### config.mk
export PLATFORM = sky130hd
export DESIGN_NAME = m_control_fsm
export DESIGN_NICKNAME = d
export VERILOG_FILES = /design/src/rtl/m_control_fsm.sv
export SDC_FILE = /design/constraint.sdc
export NUM_CORES = 1
export LEC_CHECK = 0
export BUFFER_PORTS_ARGS = -buffer_cell sky130_fd_sc_hd__clkbuf_2
export CAP_MARGIN = 0
export CORE_ASPECT_RATIO = 0.6
export CORE_MARGIN = 10
export CORE_UTILIZATION = 35
export DETAILED_ROUTE_END_ITERATION = 16
export GPL_ROUTABILITY_DRIVEN = 0
export PLACE_DENSITY = 0.73
export SYNTH_ARGS = -nofsm -noshare
export SYNTH_HDL_FRONTEND = slang
export SYNTH_SLANG_ARGS = --single-unit
### constraint.sdc
create_clock -name clk -period 4.2 [get_ports clk]
set_input_delay 0 -clock clk [delete_from_list [all_inputs] [get_ports clk]]
set_output_delay 0 -clock clk [all_outputs]
set_load 0.05 [all_outputs]
### src/rtl/m_control_fsm.sv
// rtl/m_control_fsm.sv - multicycle main control FSM; optional perf counters under M_CTRL_PERF_EN
module m_control_fsm #(
  parameter int CNT_W = 32
) (
  input  logic             clk,
  input  logic             rst_n,
  input  logic [15:0]      dec_i,
  input  logic             mem_ready,
  output logic             PCWrite,
  output logic             PCWriteCond,
  output logic             BranchNe,
  output logic [1:0]       PCSource,
  output logic             IorD,
  output logic             MemRead,
  output logic             MemWrite,
  output logic             IRWrite,
  output logic             RegWrite,
  output logic [1:0]       RegDst,
  output logic [1:0]       MemtoReg,
  output logic [1:0]       ALUSrcA,
  output logic [1:0]       ALUSrcB,
  output logic             ExtZero,
  output logic [2:0]       ALUOp,
  output logic             illegal,
  output logic [3:0]       state,
  output logic [CNT_W-1:0] cycle_cnt,
  output logic [CNT_W-1:0] instr_cnt
);

  typedef enum logic [3:0] {
    S_IF  = 4'd0,  S_ID  = 4'd1,  S_MA  = 4'd2,  S_MRD = 4'd3,
    S_MWR = 4'd4,  S_WBM = 4'd5,  S_EXR = 4'd6,  S_EXS = 4'd7,
    S_WBR = 4'd8,  S_EXI = 4'd9,  S_WBI = 4'd10, S_BR  = 4'd11,
    S_JMP = 4'd12, S_JR  = 4'd13
  } state_t;

  state_t state_q, state_d;

  // Decoder one-hot lines, named for readability
  logic d_rtype, d_shift, d_branch, d_bne, d_j, d_jal, d_jr, d_jalr;
  logic d_lw, d_sw, d_addi, d_slti, d_andi, d_ori, d_xori, d_lui;
  assign {d_lui, d_xori, d_ori, d_andi, d_slti, d_addi, d_sw, d_lw,
          d_jalr, d_jr, d_jal, d_j, d_bne, d_branch, d_shift, d_rtype} = dec_i;

  logic d_imm;
  assign d_imm = d_addi | d_slti | d_andi | d_ori | d_xori | d_lui;

  // State register; reset can abort an in-flight memory access at any time
  always_ff @(posedge clk or negedge rst_n) begin
    if (!rst_n) state_q <= S_IF;
    else        state_q <= state_d;
  end

  assign state = state_q;

  // Next state and per-state strobes; everything forced low while reset is held
  always_comb begin
    state_d     = state_q;
    PCWrite     = 1'b0;
    PCWriteCond = 1'b0;
    BranchNe    = 1'b0;
    PCSource    = 2'b00;
    IorD        = 1'b0;
    MemRead     = 1'b0;
    MemWrite    = 1'b0;
    IRWrite     = 1'b0;
    RegWrite    = 1'b0;
    RegDst      = 2'b00;
    MemtoReg    = 2'b00;
    ALUSrcA     = 2'b00;
    ALUSrcB     = 2'b00;
    ExtZero     = 1'b0;
    ALUOp       = 3'b000;
    illegal     = 1'b0;
    if (rst_n) begin
      case (state_q)
        S_IF: begin
          MemRead = 1'b1;
          if (mem_ready) begin
            IRWrite = 1'b1;
            PCWrite = 1'b1;
            ALUSrcB = 2'b01;
            state_d = S_ID;
          end
        end
        S_ID: begin
          ALUSrcB = 2'b11;
          if (d_lw | d_sw)          state_d = S_MA;
          else if (d_rtype)         state_d = S_EXR;
          else if (d_shift)         state_d = S_EXS;
          else if (d_imm)           state_d = S_EXI;
          else if (d_branch | d_bne) state_d = S_BR;
          else if (d_j | d_jal)     state_d = S_JMP;
          else if (d_jr | d_jalr)   state_d = S_JR;
          else begin
            illegal = 1'b1;
            state_d = S_IF;
          end
        end
        S_MA: begin
          ALUSrcA = 2'b01;
          ALUSrcB = 2'b10;
          state_d = d_lw ? S_MRD : S_MWR;
        end
        S_MRD: begin
          MemRead = 1'b1;
          IorD    = 1'b1;
          if (mem_ready) state_d = S_WBM;
        end
        S_MWR: begin
          MemWrite = 1'b1;
          IorD     = 1'b1;
          if (mem_ready) state_d = S_IF;
        end
        S_WBM: begin
          RegWrite = 1'b1;
          MemtoReg = 2'b01;
          state_d  = S_IF;
        end
        S_EXR: begin
          ALUSrcA = 2'b01;
          ALUOp   = 3'b010;
          state_d = S_WBR;
        end
        S_EXS: begin
          ALUSrcA = 2'b10;
          ALUOp   = 3'b010;
          state_d = S_WBR;
        end
        S_WBR: begin
          RegWrite = 1'b1;
          RegDst   = 2'b01;
          state_d  = S_IF;
        end
        S_EXI: begin
          ALUSrcA = 2'b01;
          ALUSrcB = 2'b10;
          ExtZero = d_andi | d_ori | d_xori;
          if (d_addi)      ALUOp = 3'b000;
          else if (d_slti) ALUOp = 3'b011;
          else if (d_andi) ALUOp = 3'b100;
          else if (d_ori)  ALUOp = 3'b101;
          else if (d_xori) ALUOp = 3'b110;
          else if (d_lui)  ALUOp = 3'b111;
          state_d = S_WBI;
        end
        S_WBI: begin
          RegWrite = 1'b1;
          state_d  = S_IF;
        end
        S_BR: begin
          ALUSrcA     = 2'b01;
          ALUOp       = 3'b001;
          PCWriteCond = 1'b1;
          PCSource    = 2'b01;
          BranchNe    = d_bne;
          state_d     = S_IF;
        end
        S_JMP: begin
          PCWrite  = 1'b1;
          PCSource = 2'b10;
          if (d_jal) begin
            RegWrite = 1'b1;
            RegDst   = 2'b10;
            MemtoReg = 2'b10;
          end
          state_d = S_IF;
        end
        S_JR: begin
          PCWrite  = 1'b1;
          PCSource = 2'b11;
          if (d_jalr) begin
            RegWrite = 1'b1;
            RegDst   = 2'b01;
            MemtoReg = 2'b10;
          end
          state_d = S_IF;
        end
        default: state_d = S_IF;
      endcase
    end
  end

`ifdef M_CTRL_PERF_EN
  logic retire;
  assign retire = ((state_q == S_MWR) && mem_ready) ||
                  (state_q == S_WBM) || (state_q == S_WBR) || (state_q == S_WBI) ||
                  (state_q == S_BR)  || (state_q == S_JMP) || (state_q == S_JR);

  logic [CNT_W-1:0] cycle_q, instr_q;

  // Free-running cycle counter and retired-instruction counter, both wrapping
  always_ff @(posedge clk or negedge rst_n) begin
    if (!rst_n) begin
      cycle_q <= '0;
      instr_q <= '0;
    end else begin
      cycle_q <= cycle_q + 1'b1;
      if (retire) instr_q <= instr_q + 1'b1;
    end
  end

  assign cycle_cnt = cycle_q;
  assign instr_cnt = instr_q;
`else
  assign cycle_cnt = '0;
  assign instr_cnt = '0;
`endif

endmodule
==> results of run 1 <==
[worst min path at each step]
stage,cells after the start,slack [ns],from,end
floorplan,0,-0.30,rst_n,state[0]
global placement,1,-0.09,rst_n,state[3]
detailed placement,1,-0.09,rst_n,state[3]
CTS,3,0.19,dec_i[1],state[0]
global route,3,0.22,dec_i[1],state[0]
finish,3,0.19,dec_i[1],state[0]
[power by group]
part | internal [mW] | leakage [nW] | switching, mW
logic | 0.121 | 0.623 | 0.378
registers | 0.0498 | 0.0527 | 0.0630
clock network | 0.0609 | 0.0216 | 0.0181
total | 0.232 | 0.697 | 0.459
[synth_stat cells, types with 3 or more instances]
library cell and n:
nand3_1 7, dfrtp_1 4, and3_1 3, nand2b_1 7
clkbuf_1 3, buf_2 7, nor2b_1 3, a21oi_1 5
o21ai_0 7, nand2_1 9, inv_1 4, nor4_1 4
nor2_1 14, buf_4 64, a31o_2 3, nor3_1 10
[layer usage]
| metal | track usage | routed length, um | vias up |
|---|---|---|---|
| met5 | 0 | 0 | - |
| met4 | 0.0107 | 0 | 0 |
| met3 | 0.0546 | 447 | 0 |
| met2 | 0.163 | 1900 | 62 |
| met1 | 0.121 | 1530 | 545 |
| li1 | - | - | 601 |
[stage by stage]
| step | utilization | area, um2 |
|---|---|---|
| after floorplan | - | 1530 |
| after global placement | 0.377 | 1280 |
| after detailed placement | 0.377 | 1280 |
| after CTS | 0.392 | 1330 |
| after global routing | 0.392 | 1330 |
| final | 0.392 | 1330 |
[worst register-to-register path, delay by kind of cell (launching register included)]
family,cells,cell delay [ns]
and+or+nand+nor,1,0.22
DFF,1,0.75
AOI/OAI and AO/OA,2,0.72
[cell families (layout without fill, tap and decap cells)]
kind of cell | Yosys count | count (layout) | share of synthesized area
buffers and inverters | 78 | 53 | 0.420
multiplexers | 3 | 3 | 0.0252
XOR/XNOR | 1 | 1 | 0.00678
other | 1 | 64 | 0.00290
AND/OR/NAND/NOR | 67 | 67 | 0.290
AO/OA/AOI/OAI | 33 | 33 | 0.178
flip-flops | 4 | 4 | 0.0775
[area by class of cell]
cell class / instances / area, um2 / area share
Clock buffer: 3 / 41.3 / 0.0310
Inverter: 4 / 15.0 / 0.0113
Multi-Input combinational cell: 168 / 886 / 0.664
Sequential cell: 4 / 100 / 0.0750
Tap cell: 45 / 56.3 / 0.0422
Timing Repair Buffer: 46 / 235 / 0.176
==> run summary, run 1 <==
Post-CTS Setup Inserts - 0
Largest register FFs - 4
CP required - 4.20 ns
CP Launch Point - state[3]
Vias in the first global route - 1,090
Yosys warnings - 0
DRT iter0 DRCs - 84
Clock Skew - 0.00293 ns
Leak - 0.697 nW
Crit Path Category - reg2out
Post-Syn Area - 1290 um2
Worst r2r dst - state[0]
Maximum VDD drop - 0.000311 V
Data arrival, critical path - 2.02 ns
Vias per inst - 4.47
Nets - 246
CTS Hold Bufs - 1
Cells after Synth - 187
Levels on crit path - 5
Fraction of registers with async set/reset - 1.00
WL final - 3.88 mm
GR Overflow Total - 0
Post-synth top flop - dfrtp_1
Vias - 1,208
CP delay by family, top - simple AND/OR/NAND/NOR gates
Startpoint Class - register
Measured slew at the worst slew-check pin - 0.653 ns
Total CTS buffers - 3
FMAX - 494 MHz
Worst-path clk slew - 0.03 ns
Worst r2r path cells - 3
Routed Antenna Nets - 0
Die height - 67.1 um
Status - finished, final reports clean
Crit path cell chain - nor2_1, nand2_1, nor3_1, or2_1, clkbuf_2
Clk sinks - 4
H-tree depth - 1
Final worst-path cycle share - 0.482
Initial Util - 0.379
Total negative slack - 0 ns
Pins Over Slew Limit - 0
Final WS setup - 2.18 ns
Post-synth EDFFs - 0
Avg Cell Area, Syn - 6.91 um2
Setup crit end - PCWrite
Die X - 98.4 um
Hold WS - 0.193 ns
Initial antenna violation count - 0
I/O Buffers - 45
Pwr Density - 518 nW/um2
Clk_lat worst skew - 0.21 ns
Row count - 16
Die ar. - 6600 um2
Post-CTS Resized - 0
Placeable Area - 3400 um2
Reg-to-Reg Start - state[0]
Total power - 691 uW
Io pins - 110
# diodes - 0
FF-to-FF setup slack - 2.45 ns
Fraction of layout cells with a size suffix above 1 - 0.253
Dpl hpwl - 3.40 mm
Post-placement setup slack - 2.40 ns
CTS tree - yes
Max-Cap Viols - 0
Largest net degree at the start of global routing - 23
Fin. Hold Viols - 0
Total GRT Usage - 0.101
Area delta synth->final - 3.29%
# setup viols final - 0
Top cells by area, synth - buf_4, dfrtp_1, nor2_1
CP Buf/Inv Count - 1
Sequential area share after synthesis - 0.0775
Critical path capture point type - output port
WL/cell - 14.4 um
Detailed-router iteration count before antenna repair - 4
Commonest non-fill, non-tap cell in the layout - conb_1
Clock Tree Root - clkbuf_8
# fillers - 378
Worst hold-check path type - in2reg
Unrepaired setup endpoints after global routing - false
Most frequent cells in the layout - conb_1, clkbuf_2, nor2_1
Post-route insts no fill - 270
CP Max Fanout - 22
Library cells used by synthesis - 44
CTS Buffer Depth - 2
Fin crit period - 2.02 ns
DRC - 0
Yosys top cell area share - 0.372
Crit-path max cell delay - 0.58 ns
Slew Limit Headroom - 0.565
Synthesis-stage register bit count - 4
Crit-path slowest cell - dfrtp_1
First-pass GRT wire length - 5.66 mm
Placed instance count - 266
Leading area contributor after synthesis - buf_4
Note: power is estimated with default switching activity, not from simulation.
==> inputs of run 2 (changes only) <==
--- a/config.mk
+++ b/config.mk
@@ -5,6 +5,7 @@
 export SDC_FILE = /design/constraint.sdc
 export NUM_CORES = 1
 export LEC_CHECK = 0
+export ABC_AREA = 1
 export BUFFER_PORTS_ARGS = -buffer_cell sky130_fd_sc_hd__clkbuf_2
 export CAP_MARGIN = 0
 export CORE_ASPECT_RATIO = 0.6
@@ -12,7 +13,7 @@
 export CORE_UTILIZATION = 35
 export DETAILED_ROUTE_END_ITERATION = 16
 export GPL_ROUTABILITY_DRIVEN = 0
-export PLACE_DENSITY = 0.73
+export PLACE_DENSITY = 0.75
 export SYNTH_ARGS = -nofsm -noshare
 export SYNTH_HDL_FRONTEND = slang
 export SYNTH_SLANG_ARGS = --single-unit
==> constraint.sdc (replaced) <==
create_clock -name clk -period 1.9 [get_ports clk]
set_input_delay 0 -clock clk [delete_from_list [all_inputs] [get_ports clk]]
set_output_delay 0 -clock clk [all_outputs]
set_load 0.05 [all_outputs]
==> run 2 against run 1 <==
Against the previous run: wire length down 9.2%; flip-flop and latch count unchanged; non-clock buffer count up 1; global-route usage down 0.24 points; cell area up 1.8%; worst setup slack worse by 2.0 ns; clock skew about the same; clock power up 140%; synthesized cell count up 9.1%; die area down 4.6%; register-to-register slack worse by 2.0 ns; count of clock-buffer cells in the layout up 1; largest cell class unchanged; largest power group unchanged.
==> run summary, run 2 <==
Status - finished, final reports clean
Clock Skew - 0.00327 ns
Placeable Area - 3280 um2
Post-synth top cells - buf_4, nand2_1, nor2_1
Clock Tree Root - clkbuf_8
Slew Limit Headroom - 0.533
FF-to-FF setup slack - 0.48 ns
Fraction of registers with async set/reset - 1.00
Fraction of layout cells with a size suffix above 1 - 0.321
Crit Path Category - reg2out
Fin crit period - 1.70 ns
WL/cell - 11.9 um
Post-CTS Resized - 0
Vias per inst - 3.90
Worst hold start - dec_i[0]
Post-synth top flop - dfrtp_1
Worst-path clk slew - 0.04 ns
CP Max Fanout - 11
Sequential area share after synthesis - 0.0826
Largest register FFs - 4
Total negative slack - 0 ns
Initial antenna violation count - 0
Library cells used by synthesis - 26
Post-CTS Setup Inserts - 0
Dpl hpwl - 3.27 mm
Commonest non-fill, non-tap cell in the layout - conb_1
CP required - 1.90 ns
Io pins - 110
# setup viols final - 0
Post-Syn Area - 1210 um2
Post-route insts no fill - 297
Clk_lat worst skew - 0.22 ns
Pins Over Slew Limit - 0
Hold WS - 0.188 ns
Final worst-path cycle share - 0.896
Critical path capture point type - output port
Post-synth EDFFs - 0
Leak - 0.799 nW
Worst r2r dst - state[0]
Largest net degree at the start of global routing - 17
Reg-to-Reg Start - state[3]
Yosys warnings - 0
Die ar. - 6300 um2
Clk sinks - 4
I/O Buffers - 45
Die height - 65.6 um
Unrepaired setup endpoints after global routing - false
CTS Hold Bufs - 1
Worst hold-check path type - in2reg
CTS Buffer Depth - 2
H-tree depth - 1
DRC - 0
GR Overflow Total - 0
Register area - 101 um2
Data arrival, critical path - 1.70 ns
Most frequent cells in the layout - conb_1, clkbuf_2, nand2_1
First-pass GRT wire length - 5.18 mm
Hold endpoint - state[0]
FMAX - 587 MHz
Initial Util - 0.369
Cells after Synth - 204
Measured slew at the worst slew-check pin - 0.700 ns
WL final - 3.53 mm
Vias in the first global route - 1,060
Leading area contributor after synthesis - buf_4
Maximum VDD drop - 0.000570 V
CTS tree - yes
Max-Cap Viols - 0
Worst r2r path cells - 8
Die X - 96.0 um
Top cells by area, synth - buf_4, nand2_1, dfrtp_1
Count leader, synth - buf_4
Startpoint Class - register
Area delta synth->final - 12.0%
Vias - 1,158
Total GRT Usage - 0.0989
Worst hold stages - 6
Total CTS buffers - 3
# diodes - 0
# fillers - 375
Row count - 16
Area of the multi-input gates - 822 um2
DRT iter0 DRCs - 54
Pwr Density - 1360 nW/um2
Fin. Hold Viols - 0
Avg Cell Area, Syn - 5.94 um2
Yosys top cell area share - 0.396
Nets - 272
Synthesis-stage register bit count - 4
Placed instance count - 292
Detailed-router iteration count before antenna repair - 4
Routed Antenna Nets - 0
==> run 2: logic make-up after synthesis <==
family / share of synthesized area
buffers and inverters: 0.483
and+or+nand+nor: 0.329
AOI/OAI and AO/OA: 0.102
DFF: 0.0826
other: 0.00309
==> run 2: layout make-up <==
cell class / instances / share of cell area
timing repair buffer: 47 / 0.179
multi-input combinational: 173 / 0.606
sequential: 4 / 0.0747
tap: 45 / 0.0415
inverter: 24 / 0.0664
clock buffer: 4 / 0.0332
==> run 2: report_power, final <==
group          total [mW]  switching (mW)  internal, mW
Clock               0.190          0.0466         0.144
Combinational        1.45            1.17         0.284
Sequential          0.206          0.0813         0.124
Total                1.85            1.30         0.552
==> run 2: worst max-delay path, stage by stage (launching register included) <==
cell,delay (ns)
dfrtp_1,0.49
inv_2,0.11
nand2_2,0.10
nor2_2,0.16
nand2_2,0.11
nor4_4,0.21
clkbuf_2,0.32
==> run 2: how the worst max path moves through the flow <==
stage               cells past startpoint          to      from
floorplan                               4  ALUSrcA[1]  state[2]
global placement                        6     illegal  state[1]
detailed placement                      6     illegal  state[1]
CTS                                     6     illegal  state[1]
global route                            6     illegal  state[1]
finish                                  6     illegal  state[1]
==> run 2: metrics by stage <==
| stage | utilization | power (mW) | cell area [um2] | setup WS (ns) |
|---|---|---|---|---|
| floorplan | - | 1.52 | 1510 | -0.163 |
| global placement | 0.397 | 1.65 | 1300 | 0.431 |
| detailed placement | 0.397 | 1.66 | 1300 | 0.420 |
| CTS | 0.413 | 1.86 | 1360 | 0.179 |
| global route | 0.413 | 1.98 | 1360 | 0.0459 |
| finish | 0.413 | 1.85 | 1360 | 0.197 |
==> run 2: metal layers <==
layer | wire [um] | part of all wire | GRT usage
met3 | 389 | 0.11 | 0.0227
met1 | 1270 | 0.36 | 0.116
met5 | 0 | 0 | 0
met4 | 0 | 0 | 0.0165
met2 | 1860 | 0.53 | 0.180
==> inputs of run 3 (changes only) <==
--- a/config.mk
+++ b/config.mk
@@ -13,6 +13,7 @@
 export CORE_UTILIZATION = 35
 export DETAILED_ROUTE_END_ITERATION = 16
 export GPL_ROUTABILITY_DRIVEN = 0
+export GPL_TIMING_DRIVEN = 0
 export PLACE_DENSITY = 0.75
 export SYNTH_ARGS = -nofsm -noshare
 export SYNTH_HDL_FRONTEND = slang
==> run 3 against run 2 <==
Against the previous run: register-to-register slack about the same; via count rose by 13%; fmax shrank 0.33%; worst hold slack worse by 0.016 ns; first-iteration DRC count up 26%; sequential power shrank 7%; clock power hardly changed; critical endpoint unchanged.
==> run summary, run 3 (synthesis gave the netlist of run 2 again) <==
Status - finished, final reports clean
Pins Over Slew Limit - 0
Total GRT Usage - 0.118
Critical path capture point type - output port
Clk sinks - 4
Worst-path clk slew - 0.03 ns
Pwr Density - 1080 nW/um2
Clock Tree Root - clkbuf_8
Crit-path max cell delay - 0.38 ns
WL final - 3.97 mm
Vias per inst - 3.62
Worst r2r path cells - 8
Largest register FFs - 4
Vias in the first global route - 1,229
Routed Antenna Nets - 0
Startpoint Class - register
# setup viols final - 0
CP delay by family, top - simple AND/OR/NAND/NOR gates
Max-Cap Viols - 0
CTS Buffer Depth - 2
GR Overflow Total - 0
WL/cell - 11.0 um
Post-route insts no fill - 362
Dpl hpwl - 3.62 mm
Levels on crit path - 7
Nets - 337
CTS tree - yes
DRT iter0 DRCs - 68
Final WS setup - 0.191 ns
Placed instance count - 357
Clk_lat worst skew - 0.22 ns
Post-CTS Resized - 0
Post-placement setup slack - 0.435 ns
Final worst-path cycle share - 0.899
# diodes - 0
Unrepaired setup endpoints after global routing - false
Crit Path Category - reg2out
Io pins - 110
I/O Buffers - 45
Worst hold-check path type - in2reg
Area delta synth->final - 52.2%
Total negative slack - 0 ns
DRC - 0
Die ar. - 6300 um2
Hold WS - 0.172 ns
Placeable Area - 3280 um2
Vias - 1,312
Final core occ - 0.562
Clock Skew - 0.00113 ns
Fraction of layout cells with a size suffix above 1 - 0.457
Die height - 65.6 um
First-pass GRT wire length - 6.07 mm
CP Buf/Inv Count - 3
FMAX - 585 MHz
CP Max Fanout - 10
Most frequent cells in the layout - buf_4, conb_1, clkbuf_2
CP required - 1.90 ns
Placed Instance Area - 1790 um2
Total power - 2.00 mW
# fillers - 344
Crit path cell chain - buf_6, inv_2, nand2_2, nor2_2, nand2_2, nor4_4, clkbuf_2
Largest net degree at the start of global routing - 11
Comb pwr share - 0.809
Die X - 96.0 um
Sequential share of power - 0.096
Fin. Hold Viols - 0
Detailed-router iteration count before antenna repair - 4
H-tree depth - 1
Row count - 16
CTS Hold Bufs - 1
Net Switching - 1.34 mW
Leak - 1.15 nW
Worst hold stages - 6
Register area - 101 um2
Initial antenna violation count - 0
Clock power frac - 0.096
Maximum VDD drop - 0.000584 V
Post-CTS Setup Inserts - 0
P_int - 657 uW
Fin crit period - 1.71 ns
Fin area - 1850 um2
Initial Util - 0.369
Switching Fraction - 0.671
Area of the multi-input gates - 822 um2
Total CTS buffers - 3
Data arrival, critical path - 1.71 ns
Most common cell on crit path - nand2_2
Crit-path slowest cell - dfrtp_1
-- run 3: changes by cell type in the layout (fill, tap and decap cells not counted), sizes merged --
| cell | delta |
|---|---|
| buf | +64 |
| clkbuf | +1 |
-- run 3: layout make-up --
type	count	area share
multi-input combinational	173	0.445
buffer	66	0.268
timing repair buffer	46	0.127
sequential	4	0.0549
inverter	24	0.0488
tap	45	0.0305
clock buffer	4	0.0244
-- run 3: worst paths after layout --
path,from,endpoint,slack [ns]
max,state[1],illegal,0.19
min reg2reg,state[2],state[2],0.66
max reg2reg,state[3],state[1],0.47
max in group asynchronous,rst_n,state[3],1.42
min,dec_i[0],state[0],0.17
min in group asynchronous,rst_n,state[2],0.29
-- run 3: worst register-to-register path: stages (launching register included) --
cell and delay [ns]:
dfrtp_2 0.45, nor2_2 0.26, nand2_2 0.12, nand2_2 0.12, inv_2 0.05, nand3_2 0.09, nand2_4 0.09, nand2_1 0.09
nand2_1 0.05
-- run 3: power groups by stage --
| stage | registers [mW] | clock network [mW] | logic, mW |
|---|---|---|---|
| after floorplan | 0.303 | 0 | 1.22 |
| after global placement | 0.190 | 0 | 1.58 |
| after detailed placement | 0.190 | 0 | 1.60 |
| after CTS | 0.189 | 0.194 | 1.61 |
| after global routing | 0.194 | 0.206 | 1.73 |
| final | 0.191 | 0.191 | 1.62 |
-- run 3: metal layers --
layer | vias to the layer above | track usage | part of all wire
met5 | - | 0 | 0
met4 | 0 | 0.0165 | 0
met3 | 0 | 0.0442 | 0.10
met2 | 46 | 0.202 | 0.52
met1 | 539 | 0.140 | 0.38
li1 | 727 | - | -
